File: src/rtl/ad2_sched_pkg.sv
// Shared types and sizing for the pmodAD2 channel scheduler.
package ad2_sched_pkg;

   typedef enum logic [2:0] {
      S_IDLE,
      S_NEXT,
      S_CONFIG,
      S_DISCARD,
      S_SAMPLE
   } sched_state_t;

   localparam int CH_NUM             = 4;
   localparam int ADC_W              = 12;
   localparam int TIMEOUT_CYCLES_DEF = 1_000_000;

   // Width needed to count 0 .. max_count-1.
   function automatic int cnt_width(input int max_count);
      return (max_count < 2) ? 1 : $clog2(max_count);
   endfunction

   localparam int CNT_W = cnt_width(TIMEOUT_CYCLES_DEF);

endpackage

File: src/rtl/rr_channel_pick.sv
// Round-robin search of the channel enable mask, starting one past the last visited channel.
module rr_channel_pick
   import ad2_sched_pkg::*;
(
   input  logic [CH_NUM-1:0] i_mask,
   input  logic [1:0]        i_last,
   output logic [1:0]        o_idx,
   output logic              o_found
);

   logic [1:0] w_cand;

   // Walk from farthest to nearest so the nearest enabled channel wins.
   always_comb begin
      o_idx   = i_last;
      o_found = 1'b0;
      w_cand  = i_last;
      for (int k = CH_NUM; k >= 1; k--) begin
         w_cand = i_last + 2'(k);
         if (i_mask[w_cand]) begin
            o_idx   = w_cand;
            o_found = 1'b1;
         end
      end
   end

endmodule

File: src/rtl/ad2_channel_scheduler.sv
// Time-shares one pmodAD2 I2C controller across four inputs; capture-averaging is
// enabled by defining SAMPLE_AVG_EN (4-word average), otherwise single-word capture.
module ad2_channel_scheduler
   import ad2_sched_pkg::*;
#(
   parameter int RST_CYCLES     = 16,
   parameter int DISCARD_N      = 1,
   parameter int TIMEOUT_CYCLES = TIMEOUT_CYCLES_DEF
)(
   input  logic              clk,
   input  logic              rst,
   input  logic [CH_NUM-1:0] ch_mask,
   input  logic [ADC_W-1:0]  adc_data,
   input  logic              adc_valid,
   output logic [CH_NUM-1:0] cfg_sel,
   output logic              ctrl_rst,
   output logic [ADC_W-1:0]  channel0,
   output logic [ADC_W-1:0]  channel1,
   output logic [ADC_W-1:0]  channel2,
   output logic [ADC_W-1:0]  channel3,
   output logic [CH_NUM-1:0] ch_valid,
   output logic [CH_NUM-1:0] timeout_err
);

   localparam int             TW        = cnt_width(TIMEOUT_CYCLES);
   localparam logic [TW-1:0]  WAIT_LAST = TW'(TIMEOUT_CYCLES - 1);
   localparam logic [7:0]     RST_LAST  = 8'(RST_CYCLES - 1);
   localparam logic [1:0]     DISC_INIT = 2'(DISCARD_N);

   sched_state_t      r_state;
   sched_state_t      w_state_nxt;
   logic [1:0]        r_idx;
   logic [CH_NUM-1:0] r_cfg_sel;
   logic [7:0]        r_rst_cnt;
   logic [1:0]        r_disc_cnt;
   logic [TW-1:0]     r_wait_cnt;
   logic [ADC_W-1:0]  r_ch [CH_NUM];
   logic [CH_NUM-1:0] r_ch_valid;
   logic [CH_NUM-1:0] r_timeout_err;

   logic [1:0]        w_pick_idx;
   logic              w_pick_found;
   logic              w_enter_wait;
   logic              w_enter_sample;
   logic              w_wait_expired;
   logic              w_timeout;
   logic              w_capture;
   logic              w_word;
   logic [ADC_W-1:0]  w_cap_data;

   rr_channel_pick u_pick (
      .i_mask  (ch_mask),
      .i_last  (r_idx),
      .o_idx   (w_pick_idx),
      .o_found (w_pick_found)
   );

`ifdef SAMPLE_AVG_EN
   localparam int     ACC_W = ADC_W + 2;
   logic [ACC_W-1:0]  r_acc;
   logic [1:0]        r_avg_cnt;
   logic [ACC_W-1:0]  w_acc_sum;
   logic              w_last_word;

   assign w_acc_sum   = r_acc + {2'b00, adc_data};
   assign w_last_word = (r_avg_cnt == 2'd3);
   assign w_cap_data  = w_acc_sum[ACC_W-1:2];

   always_ff @(posedge clk or posedge rst) begin
      if (rst) begin
         r_acc     <= '0;
         r_avg_cnt <= '0;
      end else if (w_enter_sample) begin
         r_acc     <= '0;
         r_avg_cnt <= '0;
      end else if (w_word) begin
         r_acc     <= w_acc_sum;
         r_avg_cnt <= r_avg_cnt + 2'd1;
      end
   end
`else
   logic w_last_word;

   assign w_last_word = 1'b1;
   assign w_cap_data  = adc_data;
`endif

   always_ff @(posedge clk or posedge rst) begin
      if (rst) r_state <= S_IDLE;
      else     r_state <= w_state_nxt;
   end

   always_comb begin
      w_state_nxt    = r_state;
      w_enter_wait   = 1'b0;
      w_enter_sample = 1'b0;
      w_timeout      = 1'b0;
      w_capture      = 1'b0;
      w_word         = 1'b0;
      w_wait_expired = !adc_valid && (r_wait_cnt == WAIT_LAST);
      case (r_state)
         S_IDLE: w_state_nxt = S_NEXT;
         S_NEXT: w_state_nxt = w_pick_found ? S_CONFIG : S_IDLE;
         S_CONFIG: begin
            if (r_rst_cnt == 8'd0) begin
               w_enter_wait = 1'b1;
               if (DISCARD_N == 0) begin
                  w_enter_sample = 1'b1;
                  w_state_nxt    = S_SAMPLE;
               end else begin
                  w_state_nxt    = S_DISCARD;
               end
            end
         end
         S_DISCARD: begin
            if (adc_valid) begin
               if (r_disc_cnt == 2'd1) begin
                  w_enter_sample = 1'b1;
                  w_state_nxt    = S_SAMPLE;
               end
            end else if (w_wait_expired) begin
               w_timeout   = 1'b1;
               w_state_nxt = S_NEXT;
            end
         end
         S_SAMPLE: begin
            if (adc_valid) begin
               w_word = 1'b1;
               if (w_last_word) begin
                  w_capture   = 1'b1;
                  w_state_nxt = S_NEXT;
               end
            end else if (w_wait_expired) begin
               w_timeout   = 1'b1;
               w_state_nxt = S_NEXT;
            end
         end
         default: w_state_nxt = S_IDLE;
      endcase
   end

   always_ff @(posedge clk or posedge rst) begin
      if (rst) begin
         r_idx         <= 2'd3;
         r_cfg_sel     <= '0;
         r_rst_cnt     <= '0;
         r_disc_cnt    <= '0;
         r_wait_cnt    <= '0;
         r_ch_valid    <= '0;
         r_timeout_err <= '0;
         for (int n = 0; n < CH_NUM; n++) r_ch[n] <= '0;
      end else begin
         r_ch_valid <= '0;
         // An empty mask clears the select so the idle controller sees no channel.
         if (r_state == S_NEXT) begin
            if (w_pick_found) begin
               r_idx     <= w_pick_idx;
               r_cfg_sel <= CH_NUM'(1) << w_pick_idx;
               r_rst_cnt <= RST_LAST;
            end else begin
               r_cfg_sel <= '0;
            end
         end else if (r_state == S_CONFIG && r_rst_cnt != 8'd0) begin
            r_rst_cnt <= r_rst_cnt - 8'd1;
         end

         if (w_enter_wait)
            r_disc_cnt <= DISC_INIT;
         else if (r_state == S_DISCARD && adc_valid)
            r_disc_cnt <= r_disc_cnt - 2'd1;

         if (w_enter_wait || w_enter_sample || adc_valid)
            r_wait_cnt <= '0;
         else if (r_state == S_DISCARD || r_state == S_SAMPLE)
            r_wait_cnt <= r_wait_cnt + TW'(1);

         if (w_timeout)
            r_timeout_err[r_idx] <= 1'b1;

         if (w_capture) begin
            r_ch[r_idx]          <= w_cap_data;
            r_ch_valid[r_idx]    <= 1'b1;
            r_timeout_err[r_idx] <= 1'b0;
         end
      end
   end

   // The controller is held in reset whenever no conversion is being awaited.
   assign ctrl_rst    = (r_state == S_IDLE) || (r_state == S_NEXT) || (r_state == S_CONFIG);
   assign cfg_sel     = r_cfg_sel;
   assign channel0    = r_ch[0];
   assign channel1    = r_ch[1];
   assign channel2    = r_ch[2];
   assign channel3    = r_ch[3];
   assign ch_valid    = r_ch_valid;
   assign timeout_err = r_timeout_err;

endmodule
File: config.mk
export PLATFORM = sky130hd
export DESIGN_NAME = ad2_channel_scheduler
export DESIGN_NICKNAME = d
export VERILOG_FILES = /design/src/rtl/ad2_sched_pkg.sv /design/src/rtl/rr_channel_pick.sv /design/src/rtl/ad2_channel_scheduler.sv
export SDC_FILE = /design/constraint.sdc
export NUM_CORES = 1
export LEC_CHECK = 0
export ABC_AREA = 1
export CAP_MARGIN = 20
export CORE_MARGIN = 3
export CORE_UTILIZATION = 55
export DETAILED_ROUTE_END_ITERATION = 8
export PLACE_DENSITY = 0.89
export REMOVE_ABC_BUFFERS = 1
export SYNTH_ARGS = -nofsm -noshare
export SYNTH_HDL_FRONTEND = slang
export SYNTH_SLANG_ARGS = --single-unit
File: constraint.sdc
create_clock -name clk -period 6 [get_ports clk]
set_input_delay 1.2 -clock clk [delete_from_list [all_inputs] [get_ports clk]]
set_output_delay 1.2 -clock clk [all_outputs]
set_load 0.01 [all_outputs]
==> results of run 1 <==
[path summary, 6_finish.rpt]
check | end | cells after the start
max in group asynchronous | r_idx[1]$_DFFE_PP1P_ | 4
hold reg to reg | cfg_sel[1]$_DFFE_PP0P_ | 2
hold / removal | cfg_sel[1]$_DFFE_PP0P_ | 2
min in group asynchronous | channel0[0]$_DFFE_PP0P_ | 2
setup reg to reg | r_wait_cnt[12]$_DFFE_PP0P_ | 7
setup / recovery | r_wait_cnt[12]$_DFFE_PP0P_ | 4
[through the flow]
| step | hold slack, ps | std cells |
|---|---|---|
| 5_1_grt | 540 | 685 |
| 3_3_place_gp | 471 | 668 |
| 2_1_floorplan | 470 | 483 |
| 3_5_place_dp | 479 | 668 |
| 6_report | 506 | 685 |
| 4_1_cts | 512 | 684 |
[layout make-up]
type,count,area [µm²]
Clock buffer,10,128
Clock inverter,6,52.6
Fill cell,621,2510
Inverter,56,219
Multi-Input combinational cell,332,2180
Sequential cell,95,2380
Tap cell,105,131
Timing Repair Buffer,81,818
[placed cells by master (no fill, tap or decap), types with 6 or more instances in the layout]
master           synthesis  final
clkdlybuf4s50_1          0     79
o21ai_0                 14     14
mux2_4                  32     32
inv_1                   45     44
clkbuf_8                 0      9
xor2_1                   6      6
nor2_1                  44     44
dfrtp_1                 93     93
inv_2                    7      7
nand4_1                 14     14
ha_1                     7      7
nand2_1                109    109
mux2_2                  16     16
a21oi_1                 16     16
nand3_1                 29     29
[critical path, delay by kind of cell]
kind,cells,cell delay (ps)
buf+inv,1,570
compound gates,3,1270
[logic make-up (layout without fill, tap and decap cells)]
group                    count (synthesis)  after routing  share of synthesized area, %
adder cells (fa/ha/maj)                  7              7                          1.79
flip-flops                              95             95                          48.6
multiplexers                            48             48                          13.5
buffers and inverters                   64            153                          6.80
AO/OA/AOI/OAI                           37             37                          4.02
AND/OR/NAND/NOR                        234            234                          24.2
XOR/XNOR                                 6              6                          1.07
[power by group]
| group | switching [mW] | internal, mW |
|---|---|---|
| registers | 0.125 | 0.804 |
| logic | 0.520 | 0.461 |
| clock network | 0.231 | 0.157 |
| total | 0.876 | 1.42 |
[routing by layer]
| metal | up-vias | global-route usage [%] |
|---|---|---|
| met4 | 0 | 7.67 |
| met2 | 123 | 40.0 |
| li1 | 1780 | - |
| met1 | 1857 | 30.8 |
| met5 | - | 0 |
| met3 | 23 | 2.50 |
[registers in the layout, summed over array words and instances, names as in the netlist, 3 cells and up, named ones only]
| signal | cells |
|---|---|
| cfg_sel | 4 |
| ch_valid | 4 |
| channel0 | 12 |
| channel1 | 12 |
| channel2 | 12 |
| channel3 | 12 |
| r_rst_cnt | 8 |
| r_state | 3 |
| r_wait_cnt | 20 |
==> impl_metrics.ini, run 1 <==
[logic_synthesis]
netlist_top_cells_area = dfrtp_1 (48%), mux2_4 (9.8%), nand2_1 (8.4%)
yosys-top-cells-count = nand2_1 (109), dfrtp_1 (93), inv_1 (45)
netlist.area_leader.share_pct = 47.6
synth_edf_count = 0
yosys_warnings = 0
synthArstFlopShare_pct = 100
synth_top_area_cell = dfrtp_1
synth.most_common_cell = nand2_1
synth_ff_type = dfrtp_1
yosysSeqAreaShare_pct = 48.6
syn_area_um2 = 4890
ys_types = 41
netlist_instances = 491
ys_ff_latch = 95
syn_avg_cell_area_um2 = 9.96

[critical_path]
critPathMaxFanout = 11
r2r_slack_ps = 3740
slowest_stage = a21oi_1
r2r_start = r_rst_cnt[0]$_DFFE_PP0P_
worst_ep_arrival_time_ps = 3050
worst_path_largest_cell_delay_ps = 770
critPathKind = input port to flop
critPathLaunchType = input port
cp.required_ps = 6270
cp-startpoint = adc_valid
cpMostUsedCell = a21oi_1
worst_setup_path_end_kind = flop
critical_path.cell_chain = clkdlybuf4s50_1, a21oi_1, o21ai_0, a21oi_1

[route]
wl_met2_um = 5820
wl_um = 11200
wl_met1_um = 4640
firstDrtPassIters = 6
wl_met3_um = 501
highest_layer = met4
ant_nets = 0
vias_per_cell = 5.52
drtIter0Drc = 214
wl_per_cell_um = 16.3
drc = 0
vias = 3783

[clocking]
clk_pin_slew_ps = 90
cts-root-buf = clkbuf_8
clock_path_buffers = 2
clkSinkCount = 95
clock_latency_ps = 350
ctsHoldBuffers = 0
post-cts-setup-buffers = 0
cts_resized = 0
cts_tree = done
cts_buffers = 9
htreeDepth = 3

[die]
core.rowCount = 33
num_io_pins = 80
initial_core_util_pct = 58.1
die_area_um2 = 10100
dieWidth_um = 100
die_h_um = 100
core-area_um2 = 8420

[timing]
rsz0062_at_grt = no
finalSetupViolCount = 0
tns_ps = 0
post-route-period-util_pct = 46.3
fin_ws_ps = 3220
min_period_ps = 2780
clock_skew_ps = 6.11
drv_slew = 0
tightest_slew_ps = 906
max_slew_margin_pct = 39.6
max_freq_ghz = 0.360
final_hold_viol_count = 0

[cells_and_area]
postLayoutCellArea_um2 = 5910
antenna_cells = 0
drive_gt1_share_pct = 18.1
syn2layout_area_growth_pct = 20.8
final_util_pct = 70.1
num-nets-final = 601

[pwr]
p_total_mw = 2.30
p_per_area_nw_per_um2 = 389
power_leakage_nw = 2.82
irDropWorstVdd_mv = 0.271

[status]
status = finished clean

[placement]
gp_congestion = 0.914
dpl_worst_slack_ps = 2940
post_dp_cell_area_um2 = 5710
dp_hpwl_um = 8160
port_buffers = 79

[global_routing]
overflow = 0
grt_pass1_wl_um = 18900
grt_max_degree = 65
antenna_found_initial = 0
grt_util_all_layers_pct = 23.2
grt_pass1_vias = 3786

[min_path]
hold_class = flop to flop
holdCritStartpoint = cfg_sel[1]$_DFFE_PP0P_

[run]
cap_violations = 0
Note: power is estimated with default switching activity, not from simulation.
==> run 2, diff against run 1 <==
Settings changed: CORE_UTILIZATION 55 to 54, PLACE_DENSITY 0.89 to 0.88.
Clock period 6 ns to 2.8 ns, I/O delays scaled along.
==> impl_metrics.ini, run 2 (synthesized netlist as in run 1, its figures left out) <==
[status]
status = finished clean

[timing]
whs_ps = 505
tns_ps = 0
post-route-period-util_pct = 76.4
tightest_slew_ps = 779
finalSetupViolCount = 0
drv_slew = 0
final_hold_viol_count = 0
max_slew_margin_pct = 47.6
clock_skew_ps = 8.07
min_period_ps = 2140
fin_ws_ps = 660
max_freq_ghz = 0.467
rsz0062_at_grt = no

[cells_and_area]
fill_cells = 626
largest_register = r_wait_cnt
final_cell_mix = nand2_1 (109), dfrtp_1 (93), clkdlybuf4s50_1 (79)
num-nets-final = 602
register_area_um2 = 2380
syn2layout_area_growth_pct = 21.1
drive_gt1_share_pct = 18.1
largest_reg_flops = 20
layout_commonest_cell = nand2_1
fin_cells = 688
antenna_cells = 0
multi_input_area_um2 = 2180

[placement]
dpl_worst_slack_ps = 552
gp_congestion = 0.931
port_buffers = 79
place_inst = 673
dp_hpwl_um = 8410

[critical_path]
worst_path_largest_cell_delay_ps = 560
critPathMaxFanout = 5
worst_setup_path_end_kind = primary output
critical_path.cell_chain = a21oi_1, clkdlybuf4s50_1
critPathKind = flop to primary output
critPathLaunchType = flop
slowest_stage = clkdlybuf4s50_1
cp.required_ps = 2240
worst_ep_arrival_time_ps = 1580

[route]
firstDrtPassIters = 5
drc = 0
wl_per_cell_um = 16.7
wl_um = 11500
vias_per_cell = 5.47
drtIter0Drc = 231
vias = 3764
ant_nets = 0

[clocking]
ctsHoldBuffers = 0
clkSinkCount = 95
cts_tree = done
clock_path_buffers = 2
cts_resized = 0
post-cts-setup-buffers = 0
cts_buffers = 9
htreeDepth = 3
clk_pin_slew_ps = 90
cts-root-buf = clkbuf_8
clock_latency_ps = 370

[global_routing]
grt_pass1_wl_um = 19100
antenna_found_initial = 0
grt_pass1_vias = 3883
grt_max_degree = 39
grt_util_all_layers_pct = 23.6
overflow = 0

[die]
die_area_um2 = 10200
num_io_pins = 80
die_h_um = 101
dieWidth_um = 101
core.rowCount = 34
initial_core_util_pct = 55.8
core-area_um2 = 8760

[pwr]
p_per_area_nw_per_um2 = 840
irDropWorstVdd_mv = 0.581
power_leakage_nw = 2.83

[min_path]
hold_class = flop to flop

[run]
cap_violations = 0
==> run 2: changes by cell type in the layout (fill, tap and decap cells not counted) <==
cell,previous run,this run
clkinv_4,2,0
buf_12,1,2
clkinvlp_4,2,3
clkbuf_8,9,10
inv_8,1,0
==> run 2: metrics by stage <==
stage / cell area [µm²] / power [mW] / util [%]
after floorplan: 4780 / 3.25 / -
after global placement: 5750 / 4.00 / 65.6
after detailed placement: 5750 / 4.13 / 65.6
after CTS: 5920 / 4.98 / 67.6
after global routing: 5920 / 5.28 / 67.6
final: 5920 / 4.97 / 67.6
==> run 2: path summary, 6_finish.rpt <==
check	endpoint	start	slack, ps	cells past startpoint
hold reg to reg	cfg_sel[1]$_DFFE_PP0P_	cfg_sel[1]$_DFFE_PP0P_	500	2
max in group asynchronous	r_idx[1]$_DFFE_PP1P_	rst	1530	3
setup / recovery	ctrl_rst	r_state[1]$_DFFE_PP0P_	660	2
min in group asynchronous	asynchronous set/reset pin	rst	600	2
hold / removal	cfg_sel[1]$_DFFE_PP0P_	cfg_sel[1]$_DFFE_PP0P_	500	2
setup reg to reg	cfg_sel[2]$_DFFE_PP0P_	r_idx[0]$_DFFE_PP1P_	710	11
==> run 2: worst max-delay path, delay by kind of cell, from the launching register on <==
kind | cells | cell delay (ps)
buffers and inverters | 1 | 560
flip-flops | 1 | 450
AO/OA/AOI/OAI | 1 | 200
==> run 2: final cells by class <==
type	count	share of cell area [%]
Clock buffer	11	2.39
Clock inverter	4	0.528
Inverter	56	3.70
Multi-Input combinational cell	332	36.8
Sequential cell	95	40.2
Tap cell	108	2.28
Timing Repair Buffer	82	14.1
==> run 2: routing by layer <==
| layer | track usage (%) | share of wire, % | vias up |
|---|---|---|---|
| met5 | 0 | 0 | - |
| met4 | 7.46 | 1.9 | 0 |
| met3 | 4.55 | 4.6 | 26 |
| met2 | 41.1 | 53 | 112 |
| met1 | 29.6 | 40 | 1848 |
| li1 | - | - | 1778 |
==> run 2: where the power goes <==
part	total (mW)	internal, mW	switching, mW
sequential	1.99	1.72	0.266
combinational	2.15	0.991	1.16
clock	0.834	0.346	0.488
total	4.97	3.06	1.91
==> run 3, diff against run 2 <==
Settings changed: CORE_UTILIZATION 54 to 49, PLACE_DENSITY 0.88 to 0.84.
Clock period 2.8 ns to 1.83 ns, I/O delays scaled along.
==> impl_metrics.ini, run 3 (synthesized netlist as in run 1, its figures left out) <==
[status]
status = finished clean

[timing]
final_hold_viol_count = 0
max_slew_margin_pct = 74.4
finalSetupViolCount = 0
drv_slew = 0
tightest_slew_ps = 380
whs_ps = 227
max_freq_ghz = 0.565
post-route-period-util_pct = 96.8
min_period_ps = 1770
clock_skew_ps = 5.32

[pwr]
combPwrFrac_pct = 44.7
sw_frac_of_total_pct = 38.8
p_switching_mw = 3.08
irDropWorstVdd_mv = 0.910
p_per_area_nw_per_um2 = 1270
pwr-share-clk_pct = 17.1
power_leakage_nw = 2.96
seq_power_share_pct = 38.2
p_int_mw = 4.85

[cells_and_area]
layout_commonest_cell = nand2_1
fin_cells = 731
antenna_cells = 0
drive_gt1_share_pct = 23.9
largest_register = r_wait_cnt
syn2layout_area_growth_pct = 27.3
largest_reg_flops = 20
multi_input_area_um2 = 2230
postLayoutCellArea_um2 = 6230
fill_cells = 719
num-nets-final = 623
final_cell_mix = nand2_1 (104), dfrtp_1 (91), clkdlybuf4s50_1 (78)
register_area_um2 = 2380

[route]
vias_per_cell = 5.29
wl_met2_um = 6280
drtIter0Drc = 239
vias = 3866
ant_nets = 0
wl_um = 12100
wl_met1_um = 4840
wl_met3_um = 542
highest_layer = met4
drc = 0
wl_per_cell_um = 16.5
firstDrtPassIters = 5

[clocking]
cts-root-buf = clkbuf_8
ctsHoldBuffers = 0
clock_latency_ps = 370
htreeDepth = 3
clk_pin_slew_ps = 100
clkSinkCount = 95
clock_path_buffers = 2
cts_buffers = 9
cts_tree = done

[placement]
place_inst = 712
post_dp_cell_area_um2 = 5960
dp_hpwl_um = 8780
gp_congestion = 0.906
port_buffers = 79

[critical_path]
cp-startpoint = r_idx[0]$_DFFE_PP1P_
worst_ep_arrival_time_ps = 2040
critPathMaxFanout = 4
cp.required_ps = 2090
r2r_start = r_idx[0]$_DFFE_PP1P_
critPathLaunchType = flop
worst_setup_path_end_kind = flop
critPathKind = flop to flop

[run]
cap_violations = 0

[die]
num_io_pins = 80
die_area_um2 = 11200
core-area_um2 = 9460
dieWidth_um = 106
core.rowCount = 35
die_h_um = 106
initial_core_util_pct = 51.7

[min_path]
hold_class = input port to asynchronous set/reset pin

[global_routing]
antenna_found_initial = 0
overflow = 0
grt_max_degree = 52
grt_pass1_wl_um = 20100
grt_util_all_layers_pct = 22.3
grt_pass1_vias = 4077
==> run 3: changes by cell type in the layout (fill, tap and decap cells not counted), sizes merged <==
cell | previous run | this run
inv | 55 | 57
clkdlybuf4s50 | 79 | 78
clkinvlp | 3 | 2
buf | 3 | 24
clkinv | 2 | 3
dlygate4sd2 | 0 | 1
clkbuf | 11 | 10
==> run 3: per-stage QoR <==
stage / setup slack, ps / TNS (ps) / utilization, % / total power [mW]
6_report: 59.1 / 0 / 65.9 / 7.93
5_1_grt: -20.6 / -30.5 / 65.9 / 8.41
4_1_cts: 30.7 / 0 / 65.2 / 7.75
3_5_place_dp: -127 / -1430 / 63.0 / 6.35
3_3_place_gp: -41.0 / -232 / 63.0 / 6.19
2_1_floorplan: -1010 / -94640 / - / 4.97
==> run 3: per-layer routing <==
metal | GRT usage [%] | vias to the layer above
li1 | - | 1814
met2 | 38.2 | 135
met3 | 5.40 | 35
met1 | 27.2 | 1882
met5 | 0 | -
met4 | 8.51 | 0
==> run 3: cell type report <==
| cell class | instances | share of cell area, % |
|---|---|---|
| Sequential cell | 95 | 38.2 |
| Tap cell | 129 | 2.59 |
| Timing Repair Buffer | 103 | 16.8 |
| Clock inverter | 6 | 0.803 |
| Multi-Input combinational cell | 332 | 35.8 |
| Inverter | 56 | 3.58 |
| Clock buffer | 10 | 2.21 |
==> run 3: final timing paths <==
path | end | slack [ps] | depth (start not counted)
min | channel0[3]$_DFFE_PP0P_ | 230 | 2
max reg2reg | channel1[3]$_DFFE_PP0P_ | 60 | 6
max in group asynchronous | r_idx[1]$_DFFE_PP1P_ | 1030 | 3
min reg2reg | cfg_sel[2]$_DFFE_PP0P_ | 500 | 2
max | channel1[3]$_DFFE_PP0P_ | 60 | 6
min in group clk | cfg_sel[2]$_DFFE_PP0P_ | 500 | 2
==> run 3: power groups by stage <==
stage               registers [mW]  clock network (mW)  logic (mW)
finish                        3.03                1.35        3.55
global route                  3.09                1.46        3.86
CTS                           3.01                1.38        3.36
detailed placement            3.04                   0        3.31
global placement              3.02                   0        3.18
floorplan                     3.15                   0        1.82
==> run 3: what timing repair did <==
item / CTS / global route
resized for setup: 6 / 14
buffers inserted: 0 / 3
gates cloned: 0 / 0
endpoints found under the setup margin: 5 / 23
pin swaps: 0 / 2
==> run 3: critical path, stage by stage (launching register included) <==
cell and delay, ps:
dfstp_2 590, buf_4 130, ha_1 180, inv_1 100, nor2_8 180, buf_4 180, mux2_4 300
